**src/rtl/lcd_pkg.sv**
```systemverilog
// Shared definitions for the HD44780 4-bit byte writer: state encoding,
// LCD command constants and the slow-command classifier.
package lcd_pkg;

    typedef logic [3:0] lcd_state_t;

    localparam lcd_state_t PWR_WAIT   = 4'd0;
    localparam lcd_state_t INIT_SETUP = 4'd1;
    localparam lcd_state_t INIT_EHI   = 4'd2;
    localparam lcd_state_t INIT_WAIT  = 4'd3;
    localparam lcd_state_t IDLE       = 4'd4;
    localparam lcd_state_t HI_SETUP   = 4'd5;
    localparam lcd_state_t HI_EHI     = 4'd6;
    localparam lcd_state_t GAP        = 4'd7;
    localparam lcd_state_t LO_SETUP   = 4'd8;
    localparam lcd_state_t LO_EHI     = 4'd9;
    localparam lcd_state_t CMD_WAIT   = 4'd10;

    localparam logic [7:0] CMD_CLEAR     = 8'h01;
    localparam logic [7:0] CMD_HOME      = 8'h02;
    localparam logic [7:0] CMD_HOME_ALT  = 8'h03;
    localparam logic [3:0] INIT_NIB_8BIT = 4'h3;
    localparam logic [3:0] INIT_NIB_4BIT = 4'h2;

    // Clear and return-home need the long execution delay on the panel.
    function automatic logic is_long_cmd(input logic rs, input logic [7:0] data);
        return !rs && (data == CMD_CLEAR || data == CMD_HOME || data == CMD_HOME_ALT);
    endfunction

    function automatic int max_int(input int a, input int b);
        return (a > b) ? a : b;
    endfunction

endpackage

```
**src/rtl/lcd_byte_writer_if.sv**
```systemverilog
// Byte-wide valid/ready channel from a producer into the LCD byte writer.
interface lcd_byte_writer_if;
    logic       in_valid;
    logic       in_rs;
    logic [7:0] in_data;
    logic       in_ready;

    modport master (output in_valid, output in_rs, output in_data, input in_ready);
    modport slave  (input in_valid, input in_rs, input in_data, output in_ready);
endinterface

```
**src/rtl/lcd_delay_cnt.sv**
```systemverilog
// Loadable down-counter shared by every timed state; done while the count sits at zero.
module lcd_delay_cnt #(
    parameter int W = 8
) (
    input  logic         clk,
    input  logic         load,
    input  logic [W-1:0] load_val,
    output logic         done
);

    logic [W-1:0] count;

    always_ff @(posedge clk) begin
        if (load) begin
            count <= load_val;
        end else if (count != '0) begin
            count <= count - W'(1);
        end
    end

    assign done = (count == '0);

endmodule

```
**src/rtl/lcd_byte_writer.sv**
```systemverilog
// HD44780 4-bit feeder: power-on init nibbles, then byte writes split into
// high/low nibbles with programmable setup, E-high, gap and post-command delays.
//
// state      | meaning
// PWR_WAIT   | power-up settle before the first init nibble
// INIT_SETUP | init nibble on D, E low
// INIT_EHI   | init nibble strobe, E high
// INIT_WAIT  | long wait after each init nibble
// IDLE       | in_ready high, waiting for a byte
// HI_SETUP   | high nibble and RS on the pins, E low
// HI_EHI     | high nibble strobe
// GAP        | E low, high nibble held
// LO_SETUP   | low nibble on D, E low
// LO_EHI     | low nibble strobe
// CMD_WAIT   | post-byte execution delay (long for clear/home)
module lcd_byte_writer
    import lcd_pkg::*;
#(
    parameter int SETUP_CYC    = 1,
    parameter int E_HIGH_CYC   = 4,
    parameter int NIB_GAP_CYC  = 4,
    parameter int CMD_DLY_CYC  = 64,
    parameter int LONG_DLY_CYC = 2048,
    parameter int PWR_DLY_CYC  = 16384,
    parameter int INIT_EN      = 1
) (
    input  logic               clk,
    input  logic               rst,
    lcd_byte_writer_if.slave   bus,
    output logic               init_done,
    output logic               lcd_rs,
    output logic [3:0]         lcd_d,
    output logic               lcd_e
);

    localparam int MAX_DLY = max_int(PWR_DLY_CYC, max_int(LONG_DLY_CYC, max_int(CMD_DLY_CYC,
                             max_int(NIB_GAP_CYC, max_int(E_HIGH_CYC, SETUP_CYC)))));
    localparam int CNT_W   = $clog2(MAX_DLY) + 1;
    localparam lcd_state_t RST_STATE = (INIT_EN != 0) ? PWR_WAIT : IDLE;

    lcd_state_t       state;
    lcd_state_t       state_nxt;
    logic [2:0]       init_cnt;
    logic             byte_rs;
    logic [7:0]       byte_data;
    logic             in_ready_q;
    logic             accept;
    logic             cnt_done;
    logic             cnt_load;
    logic [CNT_W-1:0] cnt_val;
    int               dly;

    assign accept       = (state == IDLE) && in_ready_q && bus.in_valid;
    assign bus.in_ready = in_ready_q;

    always_comb begin
        state_nxt = state;
        if (rst) begin
            state_nxt = RST_STATE;
        end else begin
            case (state)
                PWR_WAIT:   if (cnt_done) state_nxt = INIT_SETUP;
                INIT_SETUP: if (cnt_done) state_nxt = INIT_EHI;
                INIT_EHI:   if (cnt_done) state_nxt = INIT_WAIT;
                INIT_WAIT:  if (cnt_done) state_nxt = (init_cnt == 3'd4) ? IDLE : INIT_SETUP;
                IDLE:       if (accept)   state_nxt = HI_SETUP;
                HI_SETUP:   if (cnt_done) state_nxt = HI_EHI;
                HI_EHI:     if (cnt_done) state_nxt = GAP;
                GAP:        if (cnt_done) state_nxt = LO_SETUP;
                LO_SETUP:   if (cnt_done) state_nxt = LO_EHI;
                LO_EHI:     if (cnt_done) state_nxt = CMD_WAIT;
                CMD_WAIT:   if (cnt_done) state_nxt = IDLE;
                default:    state_nxt = RST_STATE;
            endcase
        end
    end

    // The counter is reloaded on every state entry with the length of the state being entered.
    always_comb begin
        dly = 1;
        case (state_nxt)
            PWR_WAIT:                       dly = PWR_DLY_CYC;
            INIT_SETUP, HI_SETUP, LO_SETUP: dly = SETUP_CYC;
            INIT_EHI, HI_EHI, LO_EHI:       dly = E_HIGH_CYC;
            GAP:                            dly = NIB_GAP_CYC;
            INIT_WAIT:                      dly = LONG_DLY_CYC;
            CMD_WAIT:                       dly = is_long_cmd(byte_rs, byte_data) ? LONG_DLY_CYC
                                                                                  : CMD_DLY_CYC;
            default:                        dly = 1;
        endcase
        cnt_val  = CNT_W'(dly - 1);
        cnt_load = rst || (state_nxt != state);
    end

    lcd_delay_cnt #(.W(CNT_W)) u_delay_cnt (
        .clk      (clk),
        .load     (cnt_load),
        .load_val (cnt_val),
        .done     (cnt_done)
    );

    always_ff @(posedge clk) begin
        if (rst) begin
            state      <= RST_STATE;
            init_cnt   <= 3'd0;
            byte_rs    <= 1'b0;
            byte_data  <= 8'h00;
            in_ready_q <= 1'b0;
            init_done  <= 1'b0;
            lcd_e      <= 1'b0;
            lcd_rs     <= 1'b0;
            lcd_d      <= 4'h0;
        end else begin
            state      <= state_nxt;
            lcd_e      <= (state_nxt == INIT_EHI) || (state_nxt == HI_EHI) || (state_nxt == LO_EHI);
            in_ready_q <= (state_nxt == IDLE);
            if (state_nxt == IDLE) init_done <= 1'b1;
            if (state == INIT_EHI && cnt_done) init_cnt <= init_cnt + 3'd1;
            if (accept) begin
                byte_rs   <= bus.in_rs;
                byte_data <= bus.in_data;
            end
            // Pins only move on entry to a setup state, so they are stable around every E pulse.
            if (state_nxt != state) begin
                case (state_nxt)
                    INIT_SETUP: begin
                        lcd_rs <= 1'b0;
                        lcd_d  <= (init_cnt == 3'd3) ? INIT_NIB_4BIT : INIT_NIB_8BIT;
                    end
                    HI_SETUP: begin
                        lcd_rs <= bus.in_rs;
                        lcd_d  <= bus.in_data[7:4];
                    end
                    LO_SETUP: lcd_d <= byte_data[3:0];
                    default: ;
                endcase
            end
        end
    end

endmodule

```
**src/flat_wrapper.sv**
```systemverilog
// flat-port wrapper written by rule: the top's interface ports become plain ports
module lcd_byte_writer_flat import lcd_pkg::*;
#(
    parameter int SETUP_CYC    = 1,
    parameter int E_HIGH_CYC   = 4,
    parameter int NIB_GAP_CYC  = 4,
    parameter int CMD_DLY_CYC  = 64,
    parameter int LONG_DLY_CYC = 2048,
    parameter int PWR_DLY_CYC  = 16384,
    parameter int INIT_EN      = 1
)
  (clk, rst, init_done, lcd_rs, lcd_d, lcd_e, bus_in_valid, bus_in_rs, bus_in_data, bus_in_ready);
  lcd_byte_writer_if bus_i ();
  input  logic clk;
  input  logic rst;
  output logic init_done;
  output logic lcd_rs;
  output logic [3:0] lcd_d;
  output logic lcd_e;
  input wire logic [$bits(bus_i.in_valid)-1:0] bus_in_valid;
  input wire logic [$bits(bus_i.in_rs)-1:0] bus_in_rs;
  input wire logic [$bits(bus_i.in_data)-1:0] bus_in_data;
  output wire logic [$bits(bus_i.in_ready)-1:0] bus_in_ready;
  assign bus_i.in_valid = bus_in_valid;
  assign bus_i.in_rs = bus_in_rs;
  assign bus_i.in_data = bus_in_data;
  assign bus_in_ready = bus_i.in_ready;
  lcd_byte_writer #(.SETUP_CYC(SETUP_CYC), .E_HIGH_CYC(E_HIGH_CYC), .NIB_GAP_CYC(NIB_GAP_CYC), .CMD_DLY_CYC(CMD_DLY_CYC), .LONG_DLY_CYC(LONG_DLY_CYC), .PWR_DLY_CYC(PWR_DLY_CYC), .INIT_EN(INIT_EN)) u_core (.clk(clk), .rst(rst), .bus(bus_i), .init_done(init_done), .lcd_rs(lcd_rs), .lcd_d(lcd_d), .lcd_e(lcd_e));
endmodule
```
**config.mk**
```make
export PLATFORM = sky130hd
export DESIGN_NAME = lcd_byte_writer_flat
export DESIGN_NICKNAME = d
export VERILOG_FILES = /design/src/rtl/lcd_pkg.sv /design/src/rtl/lcd_byte_writer_if.sv /design/src/rtl/lcd_delay_cnt.sv /design/src/rtl/lcd_byte_writer.sv /design/src/flat_wrapper.sv
export SDC_FILE = /design/constraint.sdc
export NUM_CORES = 1
export LEC_CHECK = 0
export ABC_CLOCK_PERIOD_IN_PS = 4300
export CORE_MARGIN = 2
export CORE_UTILIZATION = 58
export CTS_BUF_LIST = sky130_fd_sc_hd__clkbuf_16
export CTS_CLUSTER_DIAMETER = 30
export DETAILED_ROUTE_END_ITERATION = 7
export GPL_TIMING_DRIVEN = 0
export HOLD_SLACK_MARGIN = 0.08
export PLACE_DENSITY = 0.87
export REMOVE_ABC_BUFFERS = 1
export SETUP_SLACK_MARGIN = 0.4
export SLEW_MARGIN = 20
export SYNTH_ARGS = -nofsm -noshare
export SYNTH_HDL_FRONTEND = slang
export SYNTH_SLANG_ARGS = --single-unit
```
**constraint.sdc**
```tcl
create_clock -name clk -period 4.3 [get_ports clk]
set_input_delay 0.43 -clock clk [delete_from_list [all_inputs] [get_ports clk]]
set_output_delay 0.43 -clock clk [all_outputs]
set_load 0.01 [all_outputs]
```
After elaboration in Yosys (flattened, before gate mapping)
Cells that the tools add are included.
{"block": "totals", "reg_bits": 39, "inputBits": 12, "word_cells": 80}
{"block": "classes", "n_addsub": 3, "n_eq_ne": 26, "n_mux": 21, "n_reduce_logical": 20}
{"cell": "$pmux W15 S4", "count": 1}
{"cell": "$mux W4", "count": 12}
{"cell": "$pmux W4 S11", "count": 1}
{"cell": "$eq A4 B3 Y1 const B", "count": 8}
{"cell": "$mux W15", "count": 2}
{"cell": "$eq A4 B4 Y1 const B", "count": 6}
{"cell": "$eq A4 B2 Y1 const B", "count": 4}
{"cell": "$eq A8 B2 Y1 const B", "count": 2}
{"cell": "$logic_not A15 Y1", "count": 1}
{"cell": "$reduce_bool A15 Y1", "count": 1}
{"cell": "$sub A15 B1 Y15 const B", "count": 1}
{"cell": "$sub A15 B2 Y15 const B", "count": 1}
{"cell": "$mux W12", "count": 1}
{"cell": "$pmux W4 S3", "count": 1}
{"cell": "$eq A4 B1 Y1 const B", "count": 2}
{"cell": "$eq A8 B1 Y1 const B", "count": 1}
{"cell": "$logic_not A4 Y1", "count": 2}
{"cell": "$logic_or A1 B1 Y1", "count": 5}
{"cell": "$logic_and A1 B1 Y1", "count": 4}
{"cell": "$ne A4 B4 Y1", "count": 1}
{"cell": "$reduce_and A2 Y1", "count": 2}
{"cell": "$reduce_bool A2 Y1", "count": 2}
{"cell": "$reduce_or A4 Y1", "count": 1}
{"cell": "$add A3 B1 Y3 const B", "count": 1}
{"cell": "7 further kinds", "count": 7}

Depth between registers and ports, before layout
{"block": "depth", "ltp_word": 11, "depth_mapped": 13, "depth_no_buf": 12}

Cells and area by module
From an unflattened synthesis, not the netlist that was laid out.
{"block": "hier_totals", "hier_cells": 260, "area_unflattened_um2": 2346.0}
{"mod": "lcd_byte_writer", "n_inst": 1, "cells_each": 175, "area_per_inst_um2": 1466.4, "seq_area_each_um2": 480.5}
{"mod": "lcd_delay_cnt", "n_inst": 1, "cells_each": 85, "area_per_inst_um2": 879.6, "seq_area_each_um2": 450.4}

Worst setup path before layout
Ideal clock, no wire load.
{"block": "synth_path", "path_type": "flip-flop to flip-flop", "startpoint": "reg u_core.u_delay_cnt.count[0]", "endpoint": "reg u_core.u_delay_cnt.count[0], enable pin", "setup_time_ns": 0.355, "arrival_ns": 3.102, "required_time_ns": 3.945, "setup_slack_ns": 0.843, "path_stages_with_launch": 12, "path_buffers": 2, "path_cell_list": "edfxtp_1 > inv_1 > ha_1 > or3b_2 > nor4_2 > mux2i_1 > o2bb2ai_4 > and2_1 > buf_4 > o31ai_4 > buf_2 > nand2_1"}
{"block": "synth_via", "elab_chain_cells": 7}
{"item": "start: declaration", "line": "lcd_delay_cnt.sv:11", "rtl": "logic [W-1:0] count;"}
{"item": "start signal: assignment", "line": "lcd_delay_cnt.sv:15", "rtl": "count <= load_val;"}
{"item": "start signal: assignment", "line": "lcd_delay_cnt.sv:17", "rtl": "count <= count - W'(1);"}
{"item": "$logic_not A15 Y1", "line": "lcd_delay_cnt.sv:21", "rtl": "assign done = (count == '0);"}
{"item": "$mux W4, or another cell as far along", "line": "lcd_byte_writer.sv:72", "rtl": "CMD_WAIT: if (cnt_done) state_nxt = IDLE;"}
{"item": "$pmux W4 S11", "line": "lcd_byte_writer.sv:61", "rtl": "case (state)"}
{"item": "$mux W4", "line": "lcd_byte_writer.sv:58", "rtl": "if (rst) begin"}
{"item": "$ne A4 B4 Y1", "line": "lcd_byte_writer.sv:92", "rtl": "cnt_load = rst || (state_nxt != state);"}
{"item": "$logic_or A1 B1 Y1", "line": "lcd_byte_writer.sv:92"}
{"item": "$reduce_bool A2 Y1 (no line) (*)"}
Mark *: on every way between the ends. The rest lies on a longest branch, timed or not.
A chain may end at the register's enable or synchronous reset.

Final worst setup path
{"block": "layout_path", "startpoint": "reg u_core.u_delay_cnt.count[0]", "endpoint": "reg u_core.u_delay_cnt.count[1] (data pin)"}
{"block": "layout_via", "elab_chain_cells": 9}
{"item": "$logic_not A15 Y1", "line": "lcd_delay_cnt.sv:21"}
{"item": "$mux W4, or another cell as far along", "line": "lcd_byte_writer.sv:72"}
{"item": "$pmux W4 S11", "line": "lcd_byte_writer.sv:61"}
{"item": "$mux W4", "line": "lcd_byte_writer.sv:58"}
{"item": "$eq A4 B3 Y1, or another cell as far along", "line": "lcd_byte_writer.sv:81", "rtl": "case (state_nxt)"}
{"item": "$reduce_or A4 Y1 (no line)"}
{"item": "$pmux W15 S4", "line": "lcd_byte_writer.sv:81"}
{"item": "$sub A15 B2 Y15", "line": "lcd_byte_writer.sv:91", "rtl": "cnt_val = CNT_W'(dly - 1);"}
{"item": "$mux W15 (*)", "line": "lcd_delay_cnt.sv:14", "rtl": "if (load) begin"}
Mark *: on every way between the ends. The rest lies on a longest branch, timed or not. The select of a mux whose other input is x is not followed.

==> results.md <==
- Area used by sequential logic in the layout: approximately 930 um^2
- Sw frac: between 20% and 30%
- Number of enable-type register cells in the synthesized netlist: 15
- Average wire length per cell after detail routing: 16.0 um
- Sequential group share of total power: 47.6%
- Final hold vios: 0
- Share of power burned in combinational logic: ~13%
- Share of final-layout standard cells stronger than drive strength 1: 12.8%
- Post-synth top flop: dfxtp_1
- Largest net degree at the start of global routing: 35
- Worst Reg-to-Reg Cells: 11
- Final count of pins violating max slew: 0
- Psw: ~240 uW
- Most frequently used cell type in the post-synthesis netlist: nor2_1
- Share of synthesized registers carrying an async set or reset: 0%
- Cells on Worst Hold Path: 2
- Top-area cell type share of the netlist area: between 20% and 30%
- Crit Path Max Fanout: 9
- Clock slew at the register clock pins of the worst setup and hold paths: 60 ps
- Quantity of hold-fixing buffers added after cts: 0
- Pre-Repair DR Iteration Count: 4
- Worst hold slack after final layout: 466 ps
- Min-Delay Startpoint: u_core.lcd_d[1]$_SDFFE_PP0P_
- Number of global-route vias before repair: between 1.5k and 2k
- Cell area after technology mapping: 2370 um^2
- Synth cell types: 60
- Layout Skew: 3.29 ps
- Vertical die dimension: between 60 and 70 um
- Cell total after placement: 311
- Final count of negative-setup-slack endpoints: 0
- Post-synthesis to final-layout area growth: 15.8%
- Top-level port count: 20
- CTS tree: yes
- Number of nets in the finished design: 290
- Die area: between 4000 and 5000 um^2
- Buffers added on ports: 19
- CTS Root Cell: clkbuf_16
- Clock network fraction of total power: 39.0%
- TritonCTS Sinks: 39
- Weighted congestion reported at the end of routability-driven placement: 0.848
- Most instantiated cells after synthesis: nor2_1 (33), dfxtp_1 (24), a21oi_1 (16)
- Fillcell total: approximately 300
- Peak clock frequency supported by timing: approximately 0.27 GHz
- Post-route non-filler standard cell count: between 300 and 400
- Number of remaining DRC errors: 0
- Setup TNS: 0 ps
- Peak ir drop on the vdd network: ~290 uV
- DPL Wire Length: 3.50 mm
- P per Cell Area: 338 nW/um^2
- Startpoint class of the critical path: flip-flop
- Register-to-register setup slack: roughly 640 ps
- Final Cycle Share: a little under nine tenths
- Number of antenna violations at the first check in global routing: 0
- Post-route total power: 929 uW
- Int Pwr: ~690 uW
- Global-route usage over all layers: roughly 25%
- Static leakage power: approximately 0.00095 uW
- Overall die width: around 68 um
- Biggest area contributors in the synthesized netlist: dfxtp_1 (20%), edfxtp_1 (19%), mux2i_1 (5.9%)
- Leading area contributor after synthesis: dfxtp_1
- Area of the core: slightly below 4000 um^2
- Number of synthesized register bits: 39
- Residual overflow from global routing: 0
- Via total after detailed routing: ~2k
- Syn. warnings: 0
- Unrepaired setup endpoints after global routing: no
- Type of the tightest min-delay check: flip-flop to flip-flop
- Depth of the CTS H-tree: 2
- First-pass GRT wire length: between 8 and 9 mm
- Max-Cap Viols: 0
- Num CTS Buffers: 5
- Final ANT Viol Nets: 0
- Arrival time of data at the critical path endpoint: about 3700 ps
- Footprint of the multi-input gates: around 1400 um^2
- Vias per inst: 6.21
- Std cell rows: 23
- Outcome: finished clean
- R2R Path End: u_core.u_delay_cnt.count[1]$_DFFE_PP_
- Average size of a mapped cell: 9.35 um^2
- Maximum buffer depth of the clock tree: 2
- Synthesized instance count: about 250
- Sequential-to-total area share from yosys stat: roughly two fifths
- Final design utilization: 69.2%
- Worst-Skew Late Latency: between 200 and 300 ps
- Crit path kind: flip-flop to flip-flop
- Antenna cells: 0
- Relative max-transition margin: a little over two fifths
- Violation count after the first detailed-route iteration: around 210
- Critical path data required time: 4310 ps
- Transition time at the pin with the least slew margin: ~850 ps
- Endpoint of the worst hold-timing path: u_core.lcd_d[1]$_SDFFE_PP0P_
- Minimum clock period: approximately 3700 ps
- Starting density of the core: between 50% and 60%
- Final WL: a little over 5 mm
- Worst flop-to-flop path startpoint: u_core.u_delay_cnt.count[0]$_DFFE_PP_
- Category of the worst setup path capture point: flip-flop
## final cells by class
cell class	count	area share [%]
repair buffers	24	8.10
clock inverters	3	0.728
inverters	9	1.23
clock buffers	5	4.55
flip-flops and latches	39	33.9
well taps	50	2.28
multi-input cells	194	49.2
## layer usage
layer	vias to the layer above	global-route usage, %	share of wire, %
li1	972	-	-
met1	976	31.5	44
met2	54	40.5	50
met3	9	5.76	4.4
met4	0	10.0	2.0
met5	-	0	0
## power groups by stage
| stage | Combinational, uW | Sequential [uW] | Clock, uW |
|---|---|---|---|
| after CTS | 116 | 441 | 363 |
| after global placement | 112 | 447 | 0 |
| after floorplan | 82.0 | 442 | 0 |
| after detailed placement | 115 | 449 | 0 |
| after global routing | 137 | 447 | 375 |
| final | 125 | 442 | 362 |
## sequential cells by signal, indices dropped and copies added, names as in the netlist
register,cells
u_core.init_cnt,3
u_core.init_done,1
u_core.lcd_d,4
u_core.lcd_rs,1
u_core.byte_data,8
u_core.byte_rs,1
u_core.lcd_e,1
u_core.bus.in_ready,1
u_core.state,4
u_core.u_delay_cnt.count,15
## cells in the final DEF, fill, tap and decap left out, drive strengths merged, types with 9 or more instances in the layout
| master | n |
|---|---|
| mux2i | 14 |
| clkdlybuf4s50 | 18 |
| dfxtp | 24 |
| edfxtp | 15 |
| nand2 | 13 |
| a21oi | 18 |
| o21ai | 16 |
| xnor2 | 11 |
| inv | 9 |
| nor2 | 33 |
## cell families (layout without fill, tap and decap cells)
logic type / after synthesis / after routing / synth area share [%]
simple gates: 98 / 98 / 22.5
compound gates: 62 / 62 / 20.2
flops: 39 / 39 / 39.2
buf+inv: 21 / 41 / 3.90
mux: 15 / 15 / 6.37
xor+xnor: 14 / 14 / 5.16
fa+ha+maj: 5 / 5 / 2.63
## worst max-delay path: stages (launching register included)
cell and delay (ps):
edfxtp_1 420, inv_1 80, ha_1 230, or3b_2 500, nor4_2 470, mux2i_1 220
o2bb2ai_4 310, and2_1 430, o31ai_4 140, buf_4 180, nor2_1 300, a22oi_1 110
## through the flow
step,instance area (um^2),worst slack (ps)
floorplan,2320,818
global placement,2570,217
detailed placement,2570,128
CTS,2720,417
global route,2750,422
finish,2750,637
## timing repair
| item | CTS | global route |
|---|---|---|
| endpoints found under the setup margin | 15 | 21 |
| setup buffers | 0 | 5 |
| resized for setup | 1 | 0 |
| cloned | 0 | 0 |
| pin swaps | 1 | 1 |
## worst max-delay path by stage
stage                                          start                               endpoint  slack (ps)  cells past startpoint
2_1_floorplan  u_core.u_delay_cnt.count[0]$_DFFE_PP_  u_core.u_delay_cnt.count[0]$_DFFE_PP_         820                      9
3_3_place_gp   u_core.u_delay_cnt.count[0]$_DFFE_PP_  u_core.u_delay_cnt.count[7]$_DFFE_PP_         220                      9
3_5_place_dp   u_core.u_delay_cnt.count[0]$_DFFE_PP_  u_core.u_delay_cnt.count[6]$_DFFE_PP_         130                      9
4_1_cts        u_core.u_delay_cnt.count[0]$_DFFE_PP_  u_core.u_delay_cnt.count[5]$_DFFE_PP_         420                      9
5_1_grt        u_core.u_delay_cnt.count[0]$_DFFE_PP_  u_core.u_delay_cnt.count[1]$_DFFE_PP_         420                     11
6_report       u_core.u_delay_cnt.count[0]$_DFFE_PP_  u_core.u_delay_cnt.count[1]$_DFFE_PP_         640                     11
Note: power is estimated with default switching activity, not from simulation.
